--- src/rtl/mips_defs.sv ---
// Opcode, funct and ALU-op constants shared by the MIPS encoder and decoder,
// plus the single encode function that turns an ALU request into a word.
package mips_defs;

  localparam logic [2:0] ALU_ADD = 3'd2;
  localparam logic [2:0] ALU_SUB = 3'd3;
  localparam logic [2:0] ALU_AND = 3'd4;
  localparam logic [2:0] ALU_OR  = 3'd5;
  localparam logic [2:0] ALU_NOR = 3'd6;
  localparam logic [2:0] ALU_XOR = 3'd7;

  localparam logic [5:0] OP0_ADD = 6'h20;
  localparam logic [5:0] OP0_SUB = 6'h22;
  localparam logic [5:0] OP0_AND = 6'h24;
  localparam logic [5:0] OP0_OR  = 6'h25;
  localparam logic [5:0] OP0_XOR = 6'h26;
  localparam logic [5:0] OP0_NOR = 6'h27;

  localparam logic [5:0] OP_RTYPE = 6'h00;
  localparam logic [5:0] OP_ADDI  = 6'h08;
  localparam logic [5:0] OP_ANDI  = 6'h0c;
  localparam logic [5:0] OP_ORI   = 6'h0d;
  localparam logic [5:0] OP_XORI  = 6'h0e;

  typedef enum logic [1:0] {
    FIFO_EMPTY   = 2'd0,
    FIFO_PARTIAL = 2'd1,
    FIFO_FULL    = 2'd2
  } fifo_state_e;

  typedef struct packed {
    logic        legal;
    logic [31:0] word;
  } enc_result_t;

  // SUB and NOR have no immediate form in the base ISA, so they are illegal as I-type.
  function automatic enc_result_t encode_alu(
    input logic [2:0]  op,
    input logic        imm_sel,
    input logic [4:0]  rs,
    input logic [4:0]  rt,
    input logic [4:0]  rd,
    input logic [15:0] imm
  );
    enc_result_t r;
    logic [5:0]  code;
    logic        legal;
    code  = 6'h00;
    legal = 1'b1;
    if (imm_sel) begin
      case (op)
        ALU_ADD: code = OP_ADDI;
        ALU_AND: code = OP_ANDI;
        ALU_OR:  code = OP_ORI;
        ALU_XOR: code = OP_XORI;
        default: legal = 1'b0;
      endcase
      r.word = {code, rs, rt, imm};
    end else begin
      case (op)
        ALU_ADD: code = OP0_ADD;
        ALU_SUB: code = OP0_SUB;
        ALU_AND: code = OP0_AND;
        ALU_OR:  code = OP0_OR;
        ALU_NOR: code = OP0_NOR;
        ALU_XOR: code = OP0_XOR;
        default: legal = 1'b0;
      endcase
      r.word = {OP_RTYPE, rs, rt, rd, 5'b00000, code};
    end
    r.legal = legal;
    if (!legal) begin
      r.word = 32'h0;
    end
    return r;
  endfunction

endpackage

--- src/rtl/mips_inst_fifo.sv ---
// Instruction-word FIFO: DEPTH x 32, occupancy tracked as EMPTY/PARTIAL/FULL.
// The head reads as zero while empty so downstream never sees stale words.
module mips_inst_fifo
  import mips_defs::*;
#(
  parameter int DEPTH = 4,
  parameter int AW    = $clog2(DEPTH)
) (
  input  logic        clk_i,
  input  logic        rst_ni,
  input  logic        push_i,
  input  logic        pop_i,
  input  logic [31:0] data_i,
  output logic [31:0] head_o,
  output logic [AW:0] count_o,
  output logic        valid_o
);

  localparam logic [AW:0] FULL_CNT = (AW+1)'(DEPTH);

  logic [31:0]   mem_q [DEPTH];
  logic [AW-1:0] wr_ptr_q, wr_ptr_d;
  logic [AW-1:0] rd_ptr_q, rd_ptr_d;
  logic [AW:0]   count_q, count_d;
  fifo_state_e   state_q, state_d;
  logic          do_push, do_pop;

  // A full FIFO refuses pushes even when a pop happens in the same cycle.
  assign do_push = push_i & (count_q != FULL_CNT);
  assign do_pop  = pop_i & (state_q != FIFO_EMPTY);

  always_comb begin
    wr_ptr_d = wr_ptr_q + AW'(do_push);
    rd_ptr_d = rd_ptr_q + AW'(do_pop);
    count_d  = count_q + (AW+1)'(do_push) - (AW+1)'(do_pop);
    if (count_d == '0) begin
      state_d = FIFO_EMPTY;
    end else if (count_d == FULL_CNT) begin
      state_d = FIFO_FULL;
    end else begin
      state_d = FIFO_PARTIAL;
    end
  end

  always_ff @(posedge clk_i or negedge rst_ni) begin
    if (!rst_ni) begin
      wr_ptr_q <= '0;
      rd_ptr_q <= '0;
      count_q  <= '0;
      state_q  <= FIFO_EMPTY;
    end else begin
      wr_ptr_q <= wr_ptr_d;
      rd_ptr_q <= rd_ptr_d;
      count_q  <= count_d;
      state_q  <= state_d;
    end
  end

  always_ff @(posedge clk_i) begin
    if (do_push) begin
      mem_q[wr_ptr_q] <= data_i;
    end
  end

  assign head_o  = (state_q == FIFO_EMPTY) ? 32'h0 : mem_q[rd_ptr_q];
  assign count_o = count_q;
  assign valid_o = (state_q != FIFO_EMPTY);

endmodule

--- src/rtl/mips_encode.sv ---
// ALU request -> 32-bit MIPS word encoder with output FIFO, error pulse,
// saturating error counter and wrapping delivered-word counter.
module mips_encode
  import mips_defs::*;
#(
  parameter int DEPTH = 4
) (
  input  logic        clk_i,
  input  logic        rst_ni,
  input  logic        in_valid_i,
  output logic        in_ready_o,
  input  logic [2:0]  in_alu_op_i,
  input  logic        in_imm_sel_i,
  input  logic [4:0]  in_rs_i,
  input  logic [4:0]  in_rt_i,
  input  logic [4:0]  in_rd_i,
  input  logic [15:0] in_imm_i,
  output logic        out_valid_o,
  input  logic        out_ready_i,
  output logic [31:0] out_inst_o,
  output logic        except_o,
  output logic [7:0]  err_count_o,
  output logic [15:0] inst_count_o
);

  localparam int          AW       = $clog2(DEPTH);
  localparam logic [AW:0] FULL_CNT = (AW+1)'(DEPTH);

  enc_result_t enc;
  logic        accept, push, bad, deliver;
  logic [AW:0] fifo_count;
  logic        except_q, except_d;
  logic [7:0]  err_q, err_d;
  logic [15:0] inst_q, inst_d;

  assign enc = encode_alu(in_alu_op_i, in_imm_sel_i, in_rs_i, in_rt_i, in_rd_i, in_imm_i);

  // Ready depends on registered occupancy only, never on out_ready.
  assign in_ready_o = (fifo_count != FULL_CNT);
  assign accept     = in_valid_i & in_ready_o;
  assign push       = accept & enc.legal;
  assign bad        = accept & ~enc.legal;
  assign deliver    = out_valid_o & out_ready_i;

  mips_inst_fifo #(
    .DEPTH (DEPTH),
    .AW    (AW)
  ) u_fifo (
    .clk_i   (clk_i),
    .rst_ni  (rst_ni),
    .push_i  (push),
    .pop_i   (deliver),
    .data_i  (enc.word),
    .head_o  (out_inst_o),
    .count_o (fifo_count),
    .valid_o (out_valid_o)
  );

  always_comb begin
    except_d = bad;
    err_d    = err_q;
    inst_d   = inst_q;
    if (bad && (err_q != 8'hFF)) begin
      err_d = err_q + 8'd1;
    end
    if (deliver) begin
      inst_d = inst_q + 16'd1;
    end
  end

  always_ff @(posedge clk_i or negedge rst_ni) begin
    if (!rst_ni) begin
      except_q <= 1'b0;
      err_q    <= 8'h00;
      inst_q   <= 16'h0000;
    end else begin
      except_q <= except_d;
      err_q    <= err_d;
      inst_q   <= inst_d;
    end
  end

  assign except_o     = except_q;
  assign err_count_o  = err_q;
  assign inst_count_o = inst_q;

endmodule

--- config.mk ---
export PLATFORM = sky130hd
export DESIGN_NAME = mips_encode
export DESIGN_NICKNAME = d
export VERILOG_FILES = /design/src/rtl/mips_defs.sv /design/src/rtl/mips_inst_fifo.sv /design/src/rtl/mips_encode.sv
export SDC_FILE = /design/constraint.sdc
export NUM_CORES = 1
export LEC_CHECK = 0
export ABC_AREA = 1
export BUFFER_PORTS_ARGS = -buffer_cell sky130_fd_sc_hd__buf_2
export CORE_ASPECT_RATIO = 0.6
export CORE_UTILIZATION = 30
export CTS_CLUSTER_DIAMETER = 120
export DETAILED_ROUTE_END_ITERATION = 7
export SYNTH_ARGS = -nofsm -noshare
export SYNTH_HDL_FRONTEND = slang
export SYNTH_SLANG_ARGS = --single-unit
--- constraint.sdc ---
create_clock -name clk_i -period 7.8 [get_ports clk_i]
set_input_delay 0.39 -clock clk_i [delete_from_list [all_inputs] [get_ports clk_i]]
set_output_delay 0.39 -clock clk_i [all_outputs]
set_load 0.05 [all_outputs]
==> results of run 1 <==
-- cells in the final DEF (no fill, tap or decap), drive strengths merged --
master,count
a21oi,33
buf,102
bufinv,1
clkbuf,17
clkinv,5
clkinvlp,4
conb,2
dfrtp,34
edfxtp,120
fa,1
ha,6
inv,72
nand2,122
nand3,17
nand3b,3
nand4,5
nor2,157
nor3,6
o211ai,2
o21ai,67
or2,1
xnor2,4
xor2,11
-- state kept, by name, indices dropped and copies added (netlist names) --
signal           count
inst_count_o        16
err_count_o          8
u_fifo.count_o       3
u_fifo.mem_q       120
except_o             1
u_fifo.wr_ptr_q      2
u_fifo.state_q       2
u_fifo.rd_ptr_q      2
-- cell usage after synthesis (all sizes together) --
master / n / area (um^2)
o21ai: 67 / 347
dfrtp: 34 / 851
nand3b: 3 / 22.5
a21oi: 33 / 169
ha: 6 / 75.1
xor2: 11 / 96.3
nor2: 157 / 618
fa: 1 / 20.0
conb: 1 / 3.75
xnor2: 4 / 35.0
o211ai: 2 / 15.0
clkbuf: 14 / 52.6
or2: 1 / 6.26
nand3: 17 / 103
inv: 67 / 252
nand4: 5 / 31.3
nor3: 6 / 30.0
buf: 15 / 111
edfxtp: 120 / 3600
nand2: 122 / 505
-- power groups by stage --
stage	Combinational, mW	Clock, mW	Sequential [mW]
after global placement	1.49	0	1.12
after detailed placement	1.50	0	1.12
after CTS	1.50	0.808	1.11
after global routing	1.62	0.843	1.12
final	1.49	0.792	1.11
after floorplan	1.02	0	1.22
-- cell families after synthesis --
| kind of cell | count (synthesis) | synth area share, % |
|---|---|---|
| simple gates | 311 | 18.9 |
| xor+xnor | 15 | 1.89 |
| flops | 154 | 64.1 |
| other cells | 1 | 0.0540 |
| compound gates | 102 | 7.64 |
| fa+ha+maj | 7 | 1.37 |
| buf+inv | 96 | 5.98 |
-- per-stage QoR --
stage | cell area [um^2] | utilization, % | worst slack (ns) | cells
global placement | 7730 | 34.5 | 4.63 | 1068
floorplan | 6950 | - | 4.02 | 687
detailed placement | 7730 | 34.5 | 4.55 | 1068
global route | 8300 | 37.1 | 4.34 | 1100
CTS | 8300 | 37.1 | 4.53 | 1100
finish | 8300 | 37.1 | 4.65 | 1100
-- metal layers --
layer / wire, um / track usage, % / up-vias
li1: - / - / 2438
met1: 8280 / 21.1 / 2143
met2: 6570 / 20.3 / 145
met3: 1040 / 3.99 / 12
met4: 135 / 3.89 / 0
met5: 0 / 0 / -
-- final cells by class --
class,instances,area share [%]
Sequential cell,154,53.7
Multi-Input combinational cell,437,25.4
Timing Repair Buffer,102,6.36
Clock buffer,17,5.13
Tap cell,308,4.64
Inverter,67,3.03
Clock inverter,15,1.72
-- worst paths after layout --
check	start	to	slack, ns	cells past startpoint
max	u_fifo.state_q[1]$_DFF_PN0_	u_fifo.state_q[1]$_DFF_PN0_	4.65	10
min	rst_ni	err_count_o[7]$_DFFE_PN0P_	0.04	1
max reg2reg	u_fifo.state_q[1]$_DFF_PN0_	u_fifo.state_q[1]$_DFF_PN0_	4.65	10
min reg2reg	inst_count_o[4]$_DFFE_PN0P_	inst_count_o[4]$_DFFE_PN0P_	0.53	1
max in group asynchronous	rst_ni	u_fifo.rd_ptr_q[0]$_DFF_PN0_	7.17	1
min in group clk_i	in_rt_i[0]	u_fifo.mem_q[3][16]$_DFFE_PP_	0.28	3
==> flow_results.org, run 1 <==
** STA
- Final number of setup-violating endpoints :: 0
- Setup repair after global routing left no endpoint under its margin.
- Counting I/O delays and the setup requirement, the final critical path takes 3.15 ns.
- Highest clock frequency the design can meet :: between 0.3 and 0.4 GHz
- Final Max Tran Viols :: 0
- Slew at the pin closest to its max-slew limit :: a little over 0.9 ns
- Hold Fails Final Rpt :: 0
- On the final layout, the worst hold slack is around 0.042 ns.
- Worst Skew :: approximately 0.013 ns
- Rel. slew slack :: between 30% and 40%
- Share of the cycle needed by the critical path after routing :: 40.4%
- Total negative slack :: 0 ns

** Synth
- Sequential cell area fraction in the yosys report :: ~64%
- Counting distinct cell types in the post-synthesis netlist gives 34.
- Number of synthesized register bits :: roughly 150
- Count of synthesis-stage warnings from yosys :: 0
- A synthesized cell averages around 10 um^2.
- Number of instances in the synthesized netlist :: 686
- Summing every instance area after synthesis gives about 6900 um^2.

** Global routing
- Vias in the first global route :: 4486
- The total overflow left after global routing is 0.
- The first global-routing pass estimated approximately 25000 um of wire.
- All-Layer GR Usage :: 14.3%
- The number of antenna violations at the first check in global routing is 0.
- Largest net degree at the start of global routing :: 62

** Power and ir drop
- In this run the power density over the cells is just over 400 nW/um^2.
- Combinational share of power :: a little over two fifths
- Overall Power :: between 3 and 4 mW
- Share of total power in sequential cells :: 32.8%
- Clk pwr share :: 23.4%
- Of the total power, the share spent switching nets is about 46%.
- Total internal power :: roughly 1.8 mW
- VDD sags by at most ~0.00022 V.
- For this design the static power due to leakage is roughly 3.5 nW.
- Switch Pwr :: 1.57 mW

** Clock tree
- Library cell used as clock root buffer :: clkbuf_16
- Clk pin slew, worst setup/hold paths :: about 0.070 ns
- Clock network latency to the later pin of the worst-skew pair :: 0.42 ns
- No sink is reached through more buffers than the 2 on the longest clock path.
- Hold repair after CTS inserted 0 buffers.
- Post-CTS repair changed the size of 0 cells.
- TritonCTS built the clock tree.
- Number of buffers inserted to repair setup after CTS :: 0
- Number of H-tree branching levels :: 4
- TritonCTS buffer count :: 17
- CTS Sinks :: ~150

** Final layout
- The area growth from synthesis to layout is 19.4%.
- After the last flow step, the layout net total stands at approximately 830.
- Fraction of final layout cells sized beyond drive strength 1 :: 21.7%
- Counting the fill cells in the layout gives 2269.
- Summing all multi-input logic gate instances after layout gives ~2100 um^2.
- 0 antenna diodes ended up in the layout.
- Registers take between 4000 and 5000 um^2.

** Job
- Max-cap viol count :: 0

** Worst setup path
- Among cell families on the critical path, the largest total delay comes from simple AND/OR/NAND/NOR gates.
- Of all nets on the critical path, the largest fanout is 31.
- Counting both buffers and inverters, the worst setup path holds a total of 3.
- Startpoint type of the worst setup path :: register
- The worst setup path is captured at a register.
- Required time of the worst setup path :: slightly above 8 ns
- On the critical path, the stage with the largest delay is an instance of nor2_4.
- CP most frequent cell :: inv_1
- Delay of the slowest critical-path stage :: a little over 0.7 ns
- The setup path with the least slack is of type register to register.
- Critical Path, Cell by Cell :: nor2_4 > nor2_1 > ha_1 > inv_1 > ha_1 > inv_1 > fa_1 > inv_1 > or2_2 > nor2_1
- STA puts the critical path data arrival time at 3.51 ns.

** Route
- Dividing the detail-routed wire length by the instance count gives 14.6 um.
- The count of nets left with antenna violations once routing finished came out at 0.
- The pre-antenna-repair detailed-routing pass consisted of 4 iterations.
- Remaining design rule violation count :: 0
- Ratio of routed vias to standard cells :: 4.31
- The routed layout has between 4000 and 5000 vias.
- DRT iter0 DRCs :: 270
- Wires add up to ~16000 um.

** Floorplanning
- Area of the core :: between 20000 and 25000 um^2
- IO Pins :: 98
- The floorplan has between 40 and 50 rows.
- Die H :: approximately 120 um
- Once the floorplan was initialized, standard cells occupied 31.0% of the core.
- Die area :: about 24000 um^2
- In this run the horizontal extent of the chip is about 200 um.

** Status
- The flow ran to the end, and the final reports show no timing, DRC or antenna violations.

** Placement
- Final GP Congestion :: approximately 0.8
- Detailed placement ended at an HPWL of approximately 10000 um.
- In this run the tool buffered the top-level ports with 95 buffer cells.

** Min path
- The path class of the tightest hold or removal check is input pin to async pin.
Power figures use the tool's default switching activity.
==> run 2: changes to the inputs <==
Clock period 7.8 ns to 3 ns, I/O delays scaled along.
==> run 2 against run 1 <==
Net effect: core utilization up 0.75 points; critical path depth decreased by 5; clock power grew to 2.8 times the previous value; sequential share of layout area down 1.1 points; flip-flop and latch count unchanged; cell count rose by 0.64%; global-route usage increased by 0.51 points; clock skew decreased by 0.0070 ns; first-iteration DRC count grew 39%; via count grew 5.8%; largest cell class unchanged.
==> flow_results.org, run 2 (synthesized netlist as in run 1, its figures left out) <==
** Status
- Run status :: completed

** Placement
- Placed cell count :: approximately 1100
- Count of input and output buffers :: 95
- Routability-driven placement finished with a final weighted congestion of roughly 0.80.
- OpenSTA, run right after detailed placement, puts the worst setup slack at ~0.75 ns.
- HPWL Detailed :: 10800 um

** STA
- Share of the cycle needed by the critical path after routing :: 76.2%
- Rel. slew slack :: a little under half
- The clock period could shrink to roughly 2.3 ns.
- Static timing analysis puts the maximum clock frequency at approximately 0.44 GHz.
- Setup violations remaining at the end of the flow were counted as 0.
- For the final routed database, the setup TNS stands at 0 ns.
- Final Max Tran Viols :: 0
- Setup repair after global routing left no endpoint under its margin.
- Worst Skew :: between 0.006 and 0.007 ns
- The count of final hold-check violations came to 0.
- The worst path meets setup with 0.714 ns of slack.
- Slew at the pin closest to its max-slew limit :: ~0.8 ns

** Worst setup path
- Data arrival time of the critical path :: around 2.1 ns
- In this run the worst path has a maximum fanout of 27.
- Across all register-to-register paths, the minimum setup slack is about 0.84 ns.
- The worst register-to-register path ends at u_fifo.state_q[1]$_DFF_PN0_.
- The worst setup path is captured at an output port.
- Measured in cells, the most critical reg-to-reg path has a length of 12.
- Required time of the worst setup path :: approximately 2.9 ns
- Startpoint type of the worst setup path :: register
- The worst setup path is of the register to output port kind.
- The startpoint identified for the worst register-to-register timing path is u_fifo.count_o[1]$_DFF_PN0_.

** Final layout
- Commonest cells after routing, fill and taps aside :: nor2_1, edfxtp_1, nand2_1
- The multi-input combinational cells in the finished layout cover a total of approximately 2100 um^2.
- Leading cell type in the layout, fill and taps excluded :: nor2_1
- u_fifo.mem_q holds more flip-flops than any other register.
- Combined flip-flop and latch cell area :: ~4500 um^2
- The finished layout holds about 1100 standard cells, fillers aside.
- Max reg flops :: 120
- Fraction of final layout cells sized beyond drive strength 1 :: 21.8%
- Fill cells in the final layout number about 2300.
- From synthesis to final layout, the design area changed by 21.8%.
- Final nets :: between 800 and 900

** Global routing
- After global routing the overflow that remains totals 0.
- Global routing used approximately 15% of the available tracks.
- Entering global routing, the biggest net connects 62 pins.
- The first global-routing pass estimated roughly 26000 um of wire.
- The number of antenna violations at the first check in global routing is 1.
- Vias in the first global route :: 4746

** Min path
- The worst hold path begins at in_rt_i[1].
- Hold Path End :: u_fifo.mem_q[3][17]$_DFFE_PP_
- The path class of the tightest hold or removal check is input pin to register.
- Counting instances, the worst hold path has a depth of 3.

** Floorplanning
- For this design the top-level I/O count stands at a little under 100.
- The floorplan step defined a core boundary enclosing around 22000 um^2.
- Die area :: ~24000 um^2
- Die Wd :: about 200 um
- Die H :: around 120 um
- The initial utilization of the core area, before any placement, comes to a little under a third.
- Number of cell rows :: between 40 and 50

** Clock tree
- Number of H-tree branching levels :: 4
- CTS tree :: built
- Hold bufs inserted after CTS :: 1
- Clock network latency to the later pin of the worst-skew pair :: ~0.42 ns
- Clock-pin slew was measured on the worst setup and hold paths at around 0.060 ns.
- The cell sitting at the root of the clock tree is a clkbuf_16.
- TritonCTS created 17 clock buffers.
- Clock buffer depth :: 2
- Number of buffers inserted to repair setup after CTS :: 0
- In this run, post-CTS repair resized a total of 0 instances.
- Counting every sink on the clock net gives 154.

** Power and ir drop
- Power Density :: around 1100 nW/um^2
- IR analysis of the VDD net gives a maximum drop of 0.000514 V.
- Standby leakage power :: 3.60 nW
- Power comes to 9.18 mW.

** Route
- Routed length per placed instance :: around 15 um
- In the routed design, unresolved DRC markers number 0.
- Total wire length :: roughly 17000 um
- Ratio of routed vias to standard cells :: around 4.5
- For this block, the initial DRC count from the detailed router was 376.
- Total via count in the routed design :: about 5000
- Iteration count of the initial detailed-routing pass :: 5
- The count of nets left with antenna violations once routing finished came out at 0.

** Job
- Max-cap viol count :: 0
[run 2: worst max-delay path by stage]
stage / startpoint / end / cells after the start / slack [ns]
2_1_floorplan: u_fifo.count_o[1]$_DFF_PN0_ / u_fifo.mem_q[0][0]$_DFFE_PP_ / 6 / -0.78
3_3_place_gp: in_imm_sel_i / u_fifo.state_q[1]$_DFF_PN0_ / 12 / 0.85
3_5_place_dp: in_imm_sel_i / u_fifo.state_q[1]$_DFF_PN0_ / 12 / 0.75
4_1_cts: u_fifo.rd_ptr_q[0]$_DFF_PN0_ / out_inst_o[3] / 5 / 0.68
5_1_grt: u_fifo.rd_ptr_q[0]$_DFF_PN0_ / out_inst_o[15] / 5 / 0.55
6_report: u_fifo.rd_ptr_q[0]$_DFF_PN0_ / out_inst_o[15] / 5 / 0.71
[run 2: worst max-delay path: stages, from the launching register on]
cell and delay, ns:
dfrtp_2 0.43, inv_2 0.34, buf_4 0.29, o21ai_0 0.12, a21oi_1 0.23, buf_2 0.30
[run 2: metrics by stage]
stage          cell area, um^2  hold slack, ns  util [%]
5_1_grt                   8460          0.0489      37.8
6_report                  8460          0.0388      37.8
4_1_cts                   8460          0.0259      37.8
2_1_floorplan             6950          -0.146         -
3_3_place_gp              7820           0.291      34.9
3_5_place_dp              7820           0.296      34.9
[run 2: report_power, final]
part	switching (mW)	total, mW	leakage (nW)	internal [mW]
logic	3.04	4.06	1.74	1.01
clock network	0.833	2.24	0.314	1.40
registers	0.200	2.89	1.55	2.69
[run 2: cell type report]
type                       instances  area share [%]
multi-input combinational        437            24.9
tap                              308            4.55
antenna                            1          0.0296
clock buffer                      27            6.83
clock inverter                     5           0.591
timing repair buffer             108            7.48
inverter                          67            2.97
sequential                       154            52.6
[run 2: per-layer routing]
layer / GRT usage [%] / vias to the layer above / part of all wire, %
met4: 5.48 / 0 / 0.99
li1: - / 2458 / -
met2: 20.4 / 170 / 41
met1: 22.4 / 2369 / 51
met5: 0 / - / 0
met3: 3.32 / 14 / 6.6
